### config.mk
export PLATFORM = sky130hd
export DESIGN_NAME = nor_cmd_sequencer_flat
export DESIGN_NICKNAME = d
export VERILOG_FILES = /design/src/rtl/nor_cmd_sequencer_if.sv /design/src/rtl/nor_cmd_sequencer.sv /design/src/flat_wrapper.sv
export SDC_FILE = /design/constraint.sdc
export NUM_CORES = 1
export LEC_CHECK = 0
export CAP_MARGIN = 20
export CORE_MARGIN = 4
export CORE_UTILIZATION = 44
export CTS_BUF_LIST = sky130_fd_sc_hd__clkbuf_16
export DETAILED_ROUTE_END_ITERATION = 8
export GPL_ROUTABILITY_DRIVEN = 1
export PLACE_DENSITY = 0.95
export SETUP_SLACK_MARGIN = 0.15
export SLEW_MARGIN = 20
export SYNTH_ARGS = -nofsm -noshare
export SYNTH_HDL_FRONTEND = slang
export SYNTH_SLANG_ARGS = --single-unit
### constraint.sdc
create_clock -name clk -period 3.3 [get_ports clk]
set_clock_uncertainty 0.1 [all_clocks]
set_input_delay 0.33 -clock clk [delete_from_list [all_inputs] [get_ports clk]]
set_output_delay 0.33 -clock clk [all_outputs]
set_load 0.01 [all_outputs]
### src/rtl/nor_cmd_sequencer_if.sv
// Host-side bus of the NOR command sequencer: write/read strobes, address,
// write data, read data return and the ready handshake.
interface nor_cmd_sequencer_if;
  localparam int unsigned ADDR_W = 16;
  localparam int unsigned DATA_W = 8;

  logic              host_we;
  logic              host_re;
  logic [ADDR_W-1:0] host_addr;
  logic [DATA_W-1:0] host_wdata;
  logic [DATA_W-1:0] host_rdata;
  logic              host_rvalid;
  logic              ready;

  modport master (
    output host_we, host_re, host_addr, host_wdata,
    input  host_rdata, host_rvalid, ready
  );

  modport slave (
    input  host_we, host_re, host_addr, host_wdata,
    output host_rdata, host_rvalid, ready
  );
endinterface

### src/rtl/nor_cmd_sequencer.sv
// JEDEC-style NOR unlock-sequence decoder turning host bus writes into single-cycle
// flash program/erase/read commands. Define NOR_SEQ_STATUS_EN to enable seq_err/err_cnt.
module nor_cmd_sequencer #(
  parameter logic [15:0] UNLOCK1_ADDR = 16'h0555,
  parameter logic [15:0] UNLOCK2_ADDR = 16'h02AA
) (
  input  logic                clk,
  input  logic                rst_n,
  nor_cmd_sequencer_if.slave  host,
  output logic [1:0]          f_cmd,
  output logic [15:0]         f_addr,
  output logic [7:0]          f_din,
  output logic                f_wr_en,
  input  logic [7:0]          f_dout,
  input  logic                f_busy,
  output logic                seq_err,
  output logic [7:0]          err_cnt
);
  localparam int unsigned ADDR_W = 16;
  localparam int unsigned DATA_W = 8;

  localparam logic [1:0] CMD_IDLE  = 2'b00;
  localparam logic [1:0] CMD_ERASE = 2'b01;
  localparam logic [1:0] CMD_WRITE = 2'b10;
  localparam logic [1:0] CMD_READ  = 2'b11;

  localparam logic [DATA_W-1:0] D_UNLOCK1 = 8'hAA;
  localparam logic [DATA_W-1:0] D_UNLOCK2 = 8'h55;
  localparam logic [DATA_W-1:0] D_PROGRAM = 8'hA0;
  localparam logic [DATA_W-1:0] D_ERASE   = 8'h80;
  localparam logic [DATA_W-1:0] D_ERCONF  = 8'h30;
  localparam logic [DATA_W-1:0] D_RESET   = 8'hF0;

  typedef enum logic [3:0] {IDLE, U1, U2, PGM, E1, E2, E3, E4, ISSUE} state_t;

  state_t            state, state_nxt;
  logic [1:0]        cmd_nxt;
  logic [ADDR_W-1:0] addr_nxt;
  logic [DATA_W-1:0] din_nxt;
  logic              wr_en_nxt;
  logic              wr_acc, rd_acc, rd_pend;
  logic              hit1, hit2;

  assign host.ready      = (state != ISSUE) && !f_busy;
  assign host.host_rdata = f_dout;
  assign wr_acc = host.ready && host.host_we;
  assign rd_acc = host.ready && host.host_re && !host.host_we;
  assign hit1   = (host.host_addr == UNLOCK1_ADDR);
  assign hit2   = (host.host_addr == UNLOCK2_ADDR);

  always_ff @(posedge clk) begin
    if (!rst_n) state <= IDLE;
    else        state <= state_nxt;
  end

  // Next state and next values of the registered flash-side outputs.
  always_comb begin
    state_nxt = state;
    cmd_nxt   = CMD_IDLE;
    addr_nxt  = f_addr;
    din_nxt   = f_din;
    wr_en_nxt = 1'b0;
    if (state == ISSUE) begin
      state_nxt = IDLE;
    end else if (wr_acc) begin
      if (host.host_wdata == D_RESET) begin
        state_nxt = IDLE;
      end else begin
        case (state)
          IDLE: if (hit1 && host.host_wdata == D_UNLOCK1) state_nxt = U1;
          U1:   state_nxt = (hit2 && host.host_wdata == D_UNLOCK2) ? U2 : IDLE;
          U2: begin
            if (hit1 && host.host_wdata == D_PROGRAM)    state_nxt = PGM;
            else if (hit1 && host.host_wdata == D_ERASE) state_nxt = E1;
            else                                         state_nxt = IDLE;
          end
          PGM: begin
            state_nxt = ISSUE;
            cmd_nxt   = CMD_WRITE;
            wr_en_nxt = 1'b1;
            addr_nxt  = host.host_addr;
            din_nxt   = host.host_wdata;
          end
          E1: state_nxt = (hit1 && host.host_wdata == D_UNLOCK1) ? E2 : IDLE;
          E2: state_nxt = (hit2 && host.host_wdata == D_UNLOCK2) ? E3 : IDLE;
          E3: begin
            if (host.host_wdata == D_ERCONF) begin
              state_nxt = ISSUE;
              cmd_nxt   = CMD_ERASE;
              addr_nxt  = host.host_addr;
            end else begin
              state_nxt = IDLE;
            end
          end
          default: state_nxt = IDLE;
        endcase
      end
    end else if (rd_acc) begin
      cmd_nxt  = CMD_READ;
      addr_nxt = host.host_addr;
    end
  end

  always_ff @(posedge clk) begin
    if (!rst_n) begin
      f_cmd            <= CMD_IDLE;
      f_addr           <= '0;
      f_din            <= '0;
      f_wr_en          <= 1'b0;
      rd_pend          <= 1'b0;
      host.host_rvalid <= 1'b0;
    end else begin
      f_cmd            <= cmd_nxt;
      f_addr           <= addr_nxt;
      f_din            <= din_nxt;
      f_wr_en          <= wr_en_nxt;
      rd_pend          <= rd_acc;
      host.host_rvalid <= rd_pend;
    end
  end

`ifdef NOR_SEQ_STATUS_EN
  // A mid-sequence write that falls back to IDLE without being F0 is an abort.
  logic err_hit;
  assign err_hit = wr_acc && (state inside {U1, U2, E1, E2, E3}) &&
                   (host.host_wdata != D_RESET) && (state_nxt == IDLE);

  always_ff @(posedge clk) begin
    if (!rst_n) begin
      seq_err <= 1'b0;
      err_cnt <= '0;
    end else if (err_hit) begin
      seq_err <= 1'b1;
      if (err_cnt != 8'hFF) err_cnt <= err_cnt + 8'd1;
    end
  end
`else
  assign seq_err = 1'b0;
  assign err_cnt = '0;
`endif

endmodule

### src/flat_wrapper.sv
// flat-port wrapper written by rule: the top's interface ports become plain ports
module nor_cmd_sequencer_flat 
#(
  parameter logic [15:0] UNLOCK1_ADDR = 16'h0555,
  parameter logic [15:0] UNLOCK2_ADDR = 16'h02AA
)
  (clk, rst_n, f_cmd, f_addr, f_din, f_wr_en, f_dout, f_busy, seq_err, err_cnt, host_host_we, host_host_re, host_host_addr, host_host_wdata, host_host_rdata, host_host_rvalid, host_ready);
  nor_cmd_sequencer_if host_i ();
  input  logic clk;
  input  logic rst_n;
  output logic [1:0] f_cmd;
  output logic [15:0] f_addr;
  output logic [7:0] f_din;
  output logic f_wr_en;
  input  logic [7:0] f_dout;
  input  logic f_busy;
  output logic seq_err;
  output logic [7:0] err_cnt;
  input wire logic [$bits(host_i.host_we)-1:0] host_host_we;
  input wire logic [$bits(host_i.host_re)-1:0] host_host_re;
  input wire logic [$bits(host_i.host_addr)-1:0] host_host_addr;
  input wire logic [$bits(host_i.host_wdata)-1:0] host_host_wdata;
  output wire logic [$bits(host_i.host_rdata)-1:0] host_host_rdata;
  output wire logic [$bits(host_i.host_rvalid)-1:0] host_host_rvalid;
  output wire logic [$bits(host_i.ready)-1:0] host_ready;
  assign host_i.host_we = host_host_we;
  assign host_i.host_re = host_host_re;
  assign host_i.host_addr = host_host_addr;
  assign host_i.host_wdata = host_host_wdata;
  assign host_host_rdata = host_i.host_rdata;
  assign host_host_rvalid = host_i.host_rvalid;
  assign host_ready = host_i.ready;
  nor_cmd_sequencer #(.UNLOCK1_ADDR(UNLOCK1_ADDR), .UNLOCK2_ADDR(UNLOCK2_ADDR)) u_core (.clk(clk), .rst_n(rst_n), .host(host_i), .f_cmd(f_cmd), .f_addr(f_addr), .f_din(f_din), .f_wr_en(f_wr_en), .f_dout(f_dout), .f_busy(f_busy), .seq_err(seq_err), .err_cnt(err_cnt));
endmodule
Word-level counts from Yosys, hierarchy flattened
Cells that the tools add are included.
- eq/ne operators: 20
- multiplexer cells: 20
- bitwise operators: 4
- reduce and logical (&&, ||, !) cells: 17
- operator list (kind ; number):
    two-way mux 16 bit ; 4
    == test 8 bit, second input constant ; 4
    case mux 16 bit (2 select lines) ; 1
    case mux 4 bit (7 select lines) ; 1
    == test 16 x 10 -> 1 bit, second input constant ; 1
    == test 16 x 11 -> 1 bit, second input constant ; 1
    two-way mux 4 bit ; 4
    == test 4 x 3 -> 1 bit, second input constant ; 3
    two-way mux 3 bit ; 3
    == test 4 x 2 -> 1 bit, second input constant ; 2
    == test 8 x 6 -> 1 bit, second input constant ; 1
    == test 8 x 7 -> 1 bit, second input constant ; 1
    logical AND 1 bit ; 8
    two-way mux 2 bit ; 4
    inequality test 3 bit, second input constant ; 2
    AND reduction 5 bit ; 1
    == test 4 x 1 -> 1 bit, second input constant ; 1
    == test 4 bit, second input constant ; 1
    logical NOT 4 bit ; 1
    inequality test 4 bit, second input constant ; 1
    NOT 1 bit ; 4
    case mux 2 bit (2 select lines) ; 1
    AND reduction 4 bit ; 1
    OR reduction 4 bit ; 1
    other kinds (7) ; 9
- register bits: 33
- input port bits: 37
- output and inout bits: 46

Depth between registers and ports, before layout
- depth after elaboration: 6
- mapped depth: 7
- mapped depth without buffers: 5

Worst setup path before layout
OpenSTA, ideal clock, no wires.
- path kind: in2reg
- from: input host_host_wdata[4]
- to: register u_core.f_din[0]
- data arrival time: 1436 ps
- data required time: 3072 ps
- path slack: 1637 ps
- stages: 6
- buffers on the path: 1
- cell sequence: and4_4 a2111o_1 nand2b_4 buf_6 mux2i_1 nor2_1
- word-level cells in the longest chain between the ends: 3
- ends and longest elaborated chain (what ; RTL line ; RTL):
    from (decl) ; flat_wrapper.sv:22 ; input wire logic [$bits(host_i.host_wdata)-1:0] host_host_wdata;
    == test 8 bit ; nor_cmd_sequencer.sv:66 ; if (host.host_wdata == D_RESET) begin
    NOT 1 bit (no line) ; n/a ;
    AND reduction 4 bit (no line) ; n/a ;
    to (signal assigned) ; nor_cmd_sequencer.sv:115 ; f_din <= din_nxt;
    to (decl) ; nor_cmd_sequencer.sv:12 ; output logic [7:0] f_din,
No other way between the ends.
A chain may end at the register's enable or synchronous reset.

Worst setup path after layout
- from: register u_core.state[0]
- to: register u_core.f_addr[3]
- word-level cells in the longest chain between the ends: 6
- elaborated cells between the ends (all ways): 17
- those cells by class: eq/ne (7); mux (3); bitwise (1); reduce/logical (6)
- ends and longest elaborated chain (what ; RTL line ; RTL):
    from (decl) ; nor_cmd_sequencer.sv:36 ; state_t state, state_nxt;
    from (signal assigned) ; nor_cmd_sequencer.sv:53 ; else state <= state_nxt;
    inequality test 4 bit ; nor_cmd_sequencer.sv:44 ; assign host.ready = (state != ISSUE) && !f_busy;
    logical AND 1 bit ; nor_cmd_sequencer.sv:44 ;
    logical AND 1 bit (2 in series) ; nor_cmd_sequencer.sv:47 ; assign rd_acc = host.ready && host.host_re && !host.host_we;
    nonzero test 2 bit (no line) ; n/a ;
    AND reduction 5 bit (no line) ; n/a ;
    to (signal assigned) ; nor_cmd_sequencer.sv:114 ; f_addr <= addr_nxt;
    to (decl) ; nor_cmd_sequencer.sv:11 ; output logic [15:0] f_addr,
Several ways; a longest one is shown, not always the timed one. The select of a mux whose other input is x is not followed.

==> results.sh <==
export IMPL_nets=279
export IMPL_hold_viol=0
export IMPL_r2r_end="u_core.f_addr[3]"
export IMPL_grt_start_max_net_pins=33
export IMPL_clock_sinks=33
export IMPL_n_antenna_cell=0
export IMPL_p_leak_nw=0.908
export IMPL_reg2regPathDepth=6
export IMPL_p_per_area_nw_per_um2=397
export IMPL_synth_top_area_cell="dfxtp_1"
export IMPL_antenna_found_initial=0
export IMPL_ant_nets=0
export IMPL_min_path_type="reg2reg"
export IMPL_critPathCaptureType="register"
export IMPL_critical_path_arrival_ns=2.30
export IMPL_cts_buffers=5
export IMPL_fin_crit_ns=2.19
export IMPL_busiest_layer="met2"
export IMPL_switching_share_pct=22.3
export IMPL_ys_async_sr_fraction_pct=0
export IMPL_drt_pass1_iter_count=4
export IMPL_cap_violations=0
export IMPL_yosysMostFrequentCell="dfxtp_1"
export IMPL_grt_pass1_wl_microns=7330
export IMPL_ys_top_cells_by_count="33 x dfxtp_1, 20 x buf_4, 19 x nand2_1, 18 x nor2_1, 17 x nand3_1"
export IMPL_avgSynthCellArea_sq_um=9.08
export IMPL_r2r_setup_slack_ns=1.11
export IMPL_clkLatencyLatePin_ns=0.27
export IMPL_ys_ff_latch=33
export IMPL_numPortBuffers=57
export IMPL_nFillCells=347
export IMPL_cts_setup_buffers=0
export IMPL_dominantRegCellSynth="dfxtp_1"
export IMPL_synth_top_cell_area_share_pct=36.9
export IMPL_cts_hold_fix_buffers=0
export IMPL_die_h_microns=71.7
export IMPL_synth_area_leaders="dfxtp_1 37%, buf_4 8.4%, o21ai_2 6.9%"
export IMPL_clkTransAtPathRegs_ns=0.05
export IMPL_p_clk_share_pct=44.4
export IMPL_wl_microns=4560
export IMPL_synth_edf_count=0
export IMPL_finalSetupTns_ns=0
export IMPL_drc=0
export IMPL_tightest_slew_ns=0.779
export IMPL_slew_violations=0
export IMPL_synth_cell_type_count=42
export IMPL_r2r_start="u_core.state[0]"
export IMPL_gr_usage_all_layers_pct=18.3
export IMPL_syn_area_sq_um=1790
export IMPL_met3_usage_pct=7.01
export IMPL_cp_required_ns=3.41
export IMPL_cts_root_buf="clkbuf_16"
export IMPL_p_comb_share_pct=12.1
export IMPL_ctsResizeCount=0
export IMPL_grt_use_met2_pct=29.8
export IMPL_min_path_cells=1
export IMPL_min_delay_start="u_core.rd_pend"
export IMPL_die_w_microns=71.7
export IMPL_first_iter_violations=169
export IMPL_switchingPower_w=0.000211
export IMPL_placedInstanceArea_sq_um=2250
export IMPL_finalCritPeriodShare_pct=66.3
export IMPL_grt_pass1_vias=1547
export IMPL_rsz0062_at_grt="false"
export IMPL_synthCells=197
export IMPL_seq_power_share_pct=43.5
export IMPL_num_vias=1601
export IMPL_fp_dieArea_sq_um=5150
export IMPL_routedWlPerCell_microns=15.8
export IMPL_holdPathEnd="u_core.host.host_rvalid"
export IMPL_place_congestion=0.945
export IMPL_p_int_w=0.000734
export IMPL_worstSetupPathType="reg2reg"
export IMPL_start_util_pct=47.1
export IMPL_vdd_drop_max_v=0.000310
export IMPL_cts_buffer_depth=2
export IMPL_area_growth_pct=33.1
export IMPL_placementRows=22
export IMPL_grt_overflow=0
export IMPL_drive_gt1_share_pct=14.1
export IMPL_cts_tree="done"
export IMPL_slew_headroom_pct=47.3
export IMPL_place_hpwl_microns=3310
export IMPL_setup_viol=0
export IMPL_synth_seq_area_share_pct=36.9
export IMPL_start_kind="register"
export IMPL_io_pins=83
export IMPL_core_sq_um=3800
export IMPL_h_tree_depth=2
export IMPL_fmax_mhz=457
export IMPL_crit_path_max_fanout=32
export IMPL_vias_per_cell=5.54
export IMPL_met1_usage_pct=21.9
export IMPL_yosysWarningCount=0
export IMPL_fin_area_sq_um=2380
export IMPL_run_status="finished clean"
## power by group through the flow
stage / Combinational (W) / Sequential [W] / Clock [W]
2_1_floorplan: 0.0000623 / 0.000422 / 0
3_3_place_gp: 0.000110 / 0.000419 / 0
3_5_place_dp: 0.000113 / 0.000419 / 0
4_1_cts: 0.000114 / 0.000411 / 0.000428
5_1_grt: 0.000123 / 0.000412 / 0.000446
6_report: 0.000114 / 0.000411 / 0.000420
## routing by layer
layer / up-vias / wire length (microns)
met4: 0 / 44
met3: 5 / 420
met5: - / 0
li1: 760 / -
met1: 763 / 1860
met2: 73 / 2240
## cell type report
class	count	area, sq um	share of cell area, %
clock inverter	1	5.00	0.210
inverter	4	15.0	0.631
tap	48	60.1	2.52
multi-input combinational	139	916	38.5
sequential	33	661	27.8
timing repair buffer	59	598	25.1
clock buffer	5	125	5.26
## logic make-up (layout without fill, tap and decap cells)
kind of cell | Yosys count | after routing | share of synthesized area [%]
flops | 33 | 33 | 36.9
buf+inv | 33 | 69 | 13.5
compound gates | 32 | 32 | 15.0
mux | 8 | 8 | 4.48
other cells | 1 | 9 | 0.210
simple gates | 90 | 90 | 29.9
## state kept, by name, summed over array words and instances (netlist names)
register	count
u_core.rd_pend	1
u_core.f_cmd	2
u_core.host.host_rvalid	1
u_core.f_wr_en	1
u_core.state	4
u_core.f_addr	16
u_core.f_din	8
## stage by stage
step / utilization (%) / setup slack, ns / std cells / total power [W] / hold WS (ns)
detailed placement: 59.2 / 0.925 / 283 / 0.000531 / 0.328
global route: 62.6 / 1.01 / 289 / 0.000981 / 0.365
floorplan: - / 1.64 / 205 / 0.000484 / 0.312
global placement: 59.2 / 0.966 / 283 / 0.000529 / 0.317
CTS: 62.6 / 1.15 / 289 / 0.000953 / 0.339
finish: 62.6 / 1.11 / 289 / 0.000946 / 0.339
## critical path, cell delays in order, from the launching register on
cell	delay, ns
dfxtp_1	0.54
nor4b_2	0.11
nor4b_1	0.67
o21bai_4	0.27
buf_12	0.22
nand3_1	0.11
o21ai_2	0.08
## placed cells by master, fill, tap and decap left out, drive strengths merged, types with 2 or more instances in the layout
master,n
clkdlybuf4s50,57
dfxtp,33
nand3,23
nand2,19
nor2,18
o21ai,18
conb,9
mux2i,8
nor4,5
clkbuf,5
nand2b,4
inv,4
nor4b,4
nor4bb,3
nor2b,2
and4b,2
nand4bb,2
a211o,2
nor3,2
nand4,2
a31oi,2
a22o,2
buf,2
## worst max path at each step
stage / start / slack [ns] / endpoint / depth (start not counted)
2_1_floorplan: host_host_wdata[4] / 1.64 / u_core.f_din[0] / 6
3_3_place_gp: host_host_wdata[5] / 0.97 / u_core.f_addr[3] / 7
3_5_place_dp: host_host_wdata[5] / 0.92 / u_core.f_addr[3] / 7
4_1_cts: u_core.state[0] / 1.15 / u_core.f_addr[3] / 6
5_1_grt: u_core.state[0] / 1.01 / u_core.f_addr[0] / 6
6_report: u_core.state[0] / 1.11 / u_core.f_addr[3] / 6
No activity file was read; power rests on OpenSTA's default activity.
